--- src/rtl/alu32_core.sv ---
// Execute-stage integer ALU: eight operations selected by ctrl, with the result
// and status flags captured on the rising clock edge (one cycle of latency).
module alu32_core #(
    parameter int WIDTH = 32
) (
    input  logic             clk,
    input  logic             rst_n,
    input  logic [WIDTH-1:0] A,
    input  logic [WIDTH-1:0] B,
    input  logic [2:0]       ctrl,
    output logic [WIDTH-1:0] Q,
    output logic             zero,
    output logic             carry,
    output logic             overflow
);

    localparam int SHW = $clog2(WIDTH);

    localparam logic [2:0] OP_ADD = 3'b000;
    localparam logic [2:0] OP_SUB = 3'b001;
    localparam logic [2:0] OP_AND = 3'b010;
    localparam logic [2:0] OP_OR  = 3'b011;
    localparam logic [2:0] OP_XOR = 3'b100;
    localparam logic [2:0] OP_SLT = 3'b101;
    localparam logic [2:0] OP_SLL = 3'b110;
    localparam logic [2:0] OP_SRL = 3'b111;

    logic [WIDTH:0]   w_sum;
    logic [WIDTH:0]   w_diff;
    logic [SHW-1:0]   w_shamt;
    logic             w_slt;
    logic [WIDTH-1:0] w_res;
    logic             w_carry;
    logic             w_ovf;

    logic [WIDTH-1:0] r_q;
    logic             r_zero;
    logic             r_carry;
    logic             r_ovf;

    // Subtraction as A + ~B + 1 so the top bit is directly the "no borrow" flag.
    assign w_sum   = {1'b0, A} + {1'b0, B};
    assign w_diff  = {1'b0, A} + {1'b0, ~B} + {{WIDTH{1'b0}}, 1'b1};
    assign w_shamt = B[SHW-1:0];
    assign w_slt   = $signed(A) < $signed(B);

    always_comb begin
        w_res   = '0;
        w_carry = 1'b0;
        w_ovf   = 1'b0;
        case (ctrl)
            OP_ADD: begin
                w_res   = w_sum[WIDTH-1:0];
                w_carry = w_sum[WIDTH];
                w_ovf   = (A[WIDTH-1] == B[WIDTH-1]) && (w_sum[WIDTH-1] != A[WIDTH-1]);
            end
            OP_SUB: begin
                w_res   = w_diff[WIDTH-1:0];
                w_carry = w_diff[WIDTH];
                w_ovf   = (A[WIDTH-1] != B[WIDTH-1]) && (w_diff[WIDTH-1] != A[WIDTH-1]);
            end
            OP_AND: w_res = A & B;
            OP_OR:  w_res = A | B;
            OP_XOR: w_res = A ^ B;
            OP_SLT: w_res = {{(WIDTH-1){1'b0}}, w_slt};
            OP_SLL: w_res = A << w_shamt;
            OP_SRL: w_res = A >> w_shamt;
            default: w_res = '0;
        endcase
    end

    always_ff @(posedge clk or negedge rst_n) begin
        if (!rst_n) begin
            r_q     <= '0;
            r_zero  <= 1'b1;
            r_carry <= 1'b0;
            r_ovf   <= 1'b0;
        end else begin
            r_q     <= w_res;
            r_zero  <= (w_res == '0);
            r_carry <= w_carry;
            r_ovf   <= w_ovf;
        end
    end

    assign Q        = r_q;
    assign zero     = r_zero;
    assign carry    = r_carry;
    assign overflow = r_ovf;

endmodule

--- config.mk ---
export PLATFORM = sky130hd
export DESIGN_NAME = alu32_core
export DESIGN_NICKNAME = d
export VERILOG_FILES = /design/src/rtl/alu32_core.sv
export SDC_FILE = /design/constraint.sdc
export NUM_CORES = 1
export LEC_CHECK = 0
export CAP_MARGIN = 20
export CELL_PAD_IN_SITES_DETAIL_PLACEMENT = 1
export CELL_PAD_IN_SITES_GLOBAL_PLACEMENT = 2
export CORE_MARGIN = 2
export CORE_UTILIZATION = 37
export DETAILED_ROUTE_END_ITERATION = 8
export PLACE_DENSITY_LB_ADDON = 0.15
export SLEW_MARGIN = 20
export SYNTH_ARGS = -nofsm -noshare
export SYNTH_HDL_FRONTEND = slang
export SYNTH_SLANG_ARGS = --single-unit
--- constraint.sdc ---
create_clock -name clk -period 1.1 [get_ports clk]
set_input_delay 0.22 -clock clk [delete_from_list [all_inputs] [get_ports clk]]
set_output_delay 0.22 -clock clk [all_outputs]
set_load 0.05 [all_outputs]
==> results of run 1 <==
what timing repair did:
action                                  4_1_cts
pin swaps                                   123
gates resized for setup                     501
hold endpoints to repair                     34
cloned                                        1
hold buffers                                  1
endpoints found under the setup margin       42
buffers inserted                            106
per-layer routing:
| metal | global-route usage | GRT overflow |
|---|---|---|
| met3 | 0.771 | 23 |
| met4 | 1.05 | 343 |
| met5 | 0.587 | 5 |
| met1 | 0.870 | 17 |
| met2 | 1.11 | 748 |
cells by family after synthesis:
logic type	share of synthesized area
adder cells (fa/ha/maj)	0.130
flip-flops	0.0908
multiplexers	0.163
buffers and inverters	0.0869
AND/OR/NAND/NOR	0.196
XOR/XNOR	0.0172
AO/OA/AOI/OAI	0.316
metrics by stage:
stage / setup slack, ns / utilization / cells / instance area (sq um) / hold slack, ns
global placement: -3.10 / 0.600 / 2243 / 15500 / 0.210
floorplan: -2.23 / - / 1325 / 9920 / -0.0756
CTS: -2.30 / 0.699 / 2349 / 18100 / 0.429
detailed placement: -3.15 / 0.600 / 2243 / 15500 / 0.216
==> results.py, run 1 <==
metrics = {
    "status": {
        "status": "aborted with a tool error",
        "toolErrorMsg": "[ERROR GRT-0232] Routing congestion too high. Check the congestion heatmap in the GUI.",
        "lastStage": "global routing (5_1_grt)",
    },
    "clock_tree": {
        "clock_path_buffers": 2,
        "root_buffer": "clkbuf_16",
        "cts.sinks": 35,
        "h-tree-depth": 2,
        "cts_inserted_buffers": 5,
    },
    "floorplanning": {
        "die_h_microns": 166,
        "dieWidth_microns": 166,
        "start_util": 0.374,
        "row_count": 59,
        "pin_count": 104,
    },
    "logic_synthesis": {
        "synth_area_leaders": "ha_1, dfrtp_1, mux2i_1",
        "synth_seq_cells": 35,
        "synth_nets": 1493,
        "synth_edf_count": 0,
        "ys_seq_area_frac": 0.0908,
        "synthDistinctLibCells": 89,
        "ys_top_cells_by_count": "nor2_1, nand2_1, a21oi_1",
        "synth_flop_cell": "dfrtp_1",
        "syn_area_per_cell_sq_um": 7.29,
        "yosysTopAreaCellShare": 0.126,
        "async_flop_share": 1.00,
        "syn_inst": 1325,
        "yosys_warnings": 0,
        "syn_area_sq_um": 9660,
        "yosysMostFrequentCell": "nor2_1",
        "synth_top_area_cell": "ha_1",
    },
    "placed_design": {
        "place_hpwl_mm": 50.2,
        "gp_routability_congestion": 1.09,
        "port_buffers": 103,
    },
    "global_route": {
        "grt_max_degree": 38,
        "grtUsageTotal": 0.934,
        "grt-ovfl-total": 1136,
    },
}
==> run 2: changes to the inputs <==
--- a/config.mk
+++ b/config.mk
@@ -6,10 +6,8 @@
 export NUM_CORES = 1
 export LEC_CHECK = 0
 export CAP_MARGIN = 20
-export CELL_PAD_IN_SITES_DETAIL_PLACEMENT = 1
-export CELL_PAD_IN_SITES_GLOBAL_PLACEMENT = 2
 export CORE_MARGIN = 2
-export CORE_UTILIZATION = 37
+export CORE_UTILIZATION = 30
 export DETAILED_ROUTE_END_ITERATION = 8
 export PLACE_DENSITY_LB_ADDON = 0.15
 export SLEW_MARGIN = 20
==> run 2 against run 1 <==
The flow now finishes, with violations (negative setup slack). Synthesized cell count is the same. Area after synthesis unchanged.
==> results.py, run 2 <==
metrics = {
    "logic_synthesis": {
        "async_flop_share": 1.00,
        "synthDistinctLibCells": 89,
        "synth_top_area_cell": "ha_1",
        "synth_flop_cell": "dfrtp_1",
        "synth_area_leaders": "ha_1, dfrtp_1, mux2i_1",
        "ys_seq_area_frac": 0.0908,
        "yosysTopAreaCellShare": 0.126,
        "synth_seq_cells": 35,
        "synth_nets": 1493,
        "syn_area_per_cell_sq_um": 7.29,
        "synth_edf_count": 0,
        "syn_area_sq_um": 9660,
        "syn_inst": 1325,
        "yosysMostFrequentCell": "nor2_1",
        "yosys_warnings": 0,
        "ys_top_cells_by_count": "nor2_1, nand2_1, a21oi_1",
    },
    "placed_design": {
        "pre_cts_ws_ns": -3.34,
        "port_buffers": 103,
        "place_area_sq_um": 15500,
        "gp_routability_congestion": 1.03,
        "place_hpwl_mm": 47.1,
    },
    "floorplanning": {
        "pin_count": 104,
        "dieArea_sq_um": 33600,
        "die_h_microns": 183,
        "start_util": 0.305,
        "row_count": 65,
        "core_sq_um": 31600,
        "dieWidth_microns": 183,
    },
    "worst_setup_path": {
        "path_max_fanout": 4,
        "cp.arrival_ns": 3.59,
        "worstSetupPathType": "input port to flop",
        "endpoint_kind": "flop",
        "startpoint_type": "input port",
        "required_ns": 1.30,
    },
    "clock_tree": {
        "clk_pin_slew_ns": 0.06,
        "cts_inserted_buffers": 5,
        "cts.hold.buffers_added": 0,
        "h-tree-depth": 2,
        "clock_path_buffers": 2,
        "cts.sinks": 35,
        "root_buffer": "clkbuf_16",
        "cts_tree": "done",
    },
    "sta": {
        "clock.fmax_ghz": 0.295,
        "min_period_ns": 3.39,
        "tns_ns": -51.75,
        "setup_viol": 36,
        "hold_viol": 0,
        "slew_headroom": 0.574,
        "min_period_over_period": 3.09,
        "rsz0062_at_grt": "yes",
        "slew_viol_final": 0,
        "fin_ws_ns": -2.29,
        "worstMarginPinSlew_ns": 0.636,
        "hold_slack_ns": 0.309,
    },
    "cells_and_area": {
        "largest_register_ff_count": 32,
        "area_growth_pct": 99.7,
        "design_area_sq_um": 19300,
        "drive_above_1_share": 0.561,
        "final_cell_mix": "buf_4, nor2_1, nand2_1",
        "final_nets": 2190,
        "antenna_cells": 0,
        "layout_commonest_cell": "buf_4",
    },
    "routing": {
        "drt_iter0_markers": 1451,
        "drtAntennaViolNets": 0,
        "viasPerCell": 5.84,
        "num_vias": 14200,
        "drt-total-wl_mm": 59.8,
        "routedWlPerCell_microns": 24.7,
        "drcViolationCount": 0,
        "firstDrtPassIters": 9,
    },
    "status": {
        "violations": "negative setup slack",
        "status": "finished, violations left",
    },
    "global_route": {
        "first_global_vias": 13900,
        "grtUsageTotal": 0.348,
        "grt-ovfl-total": 0,
        "grt_max_degree": 40,
        "grt_pass1_wl_mm": 87.8,
        "antenna_found_initial": 0,
    },
    "pwr": {
        "p_per_area_nw_per_um2": 779,
        "worst_ir_drop_vdd_mv": 0.608,
        "p_leak_nw": 8.59,
        "total_power_w": 0.0150,
    },
    "hold_path": {
        "hold_path.class": "input port to async pin",
    },
    "flow_run": {
        "cap_violations": 0,
    },
}
run 2: cell counts after synthesis:
Identical to the previous run, type by type.
run 2: final cells by class:
class                      instances  area (sq um)
clock inverter                     3          20.0
inverter                         106           445
sequential                        35           877
clock buffer                       5           125
timing repair buffer             788          7170
fill                            2796         12400
tap                              402           503
multi-input combinational       1086         10100
run 2: critical path, cell delays in order:
cell	delay, ns
buf_8	0.08
buf_6	0.09
ha_4	0.12
inv_2	0.03
fa_2	0.36
nor2b_4	0.16
o31ai_4	0.09
a2111o_1	0.44
a21oi_2	0.24
o211ai_1	0.16
a21oi_2	0.19
buf_6	0.15
a31o_4	0.15
o211ai_1	0.08
a21o_1	0.21
or4_4	0.55
nor4_4	0.25
run 2: cells by family (layout without fill, tap and decap cells):
kind of cell	count (synthesis)	count (layout)	share of synthesized area
AO/OA/AOI/OAI	446	446	0.316
XOR/XNOR	19	19	0.0172
adder cells (fa/ha/maj)	99	99	0.130
buffers and inverters	204	902	0.0869
flip-flops	35	35	0.0908
multiplexers	117	117	0.163
AND/OR/NAND/NOR	405	405	0.196
run 2: where the power goes:
group          switching, W  internal, W  total [W]
Clock              0.000505     0.000832    0.00134
Combinational       0.00615      0.00589     0.0120
Sequential         0.000158      0.00149    0.00164
run 2: metrics by stage:
step,std cells,util
floorplan,1325,-
finish,2425,0.610
CTS,2399,0.584
global route,2425,0.610
global placement,2295,0.491
detailed placement,2295,0.491
run 2: repair_timing:
action | in CTS | in global routing
cloned | 2 | 0
pin swaps | 156 | 91
setup endpoints to repair | 36 | 36
hold endpoints to repair | 0 | 0
gates resized for setup | 571 | 141
buffers inserted | 113 | 34
run 2: final timing paths:
path                        from        to  cells past startpoint
max                         A[0]      zero                     17
min                        rst_n      Q[2]                      2
max in group asynchronous  rst_n      zero                      2
min in group clk           A[31]  overflow                      4
run 2: routing by layer:
metal  track usage  vias up  share of wire
met3        0.0567      126          0.094
met1         0.478     6896           0.42
li1              -     6368              -
met5             0        -              0
met2         0.551      771           0.45
met4         0.121        0          0.037
No activity file was read; power rests on OpenSTA's default activity.
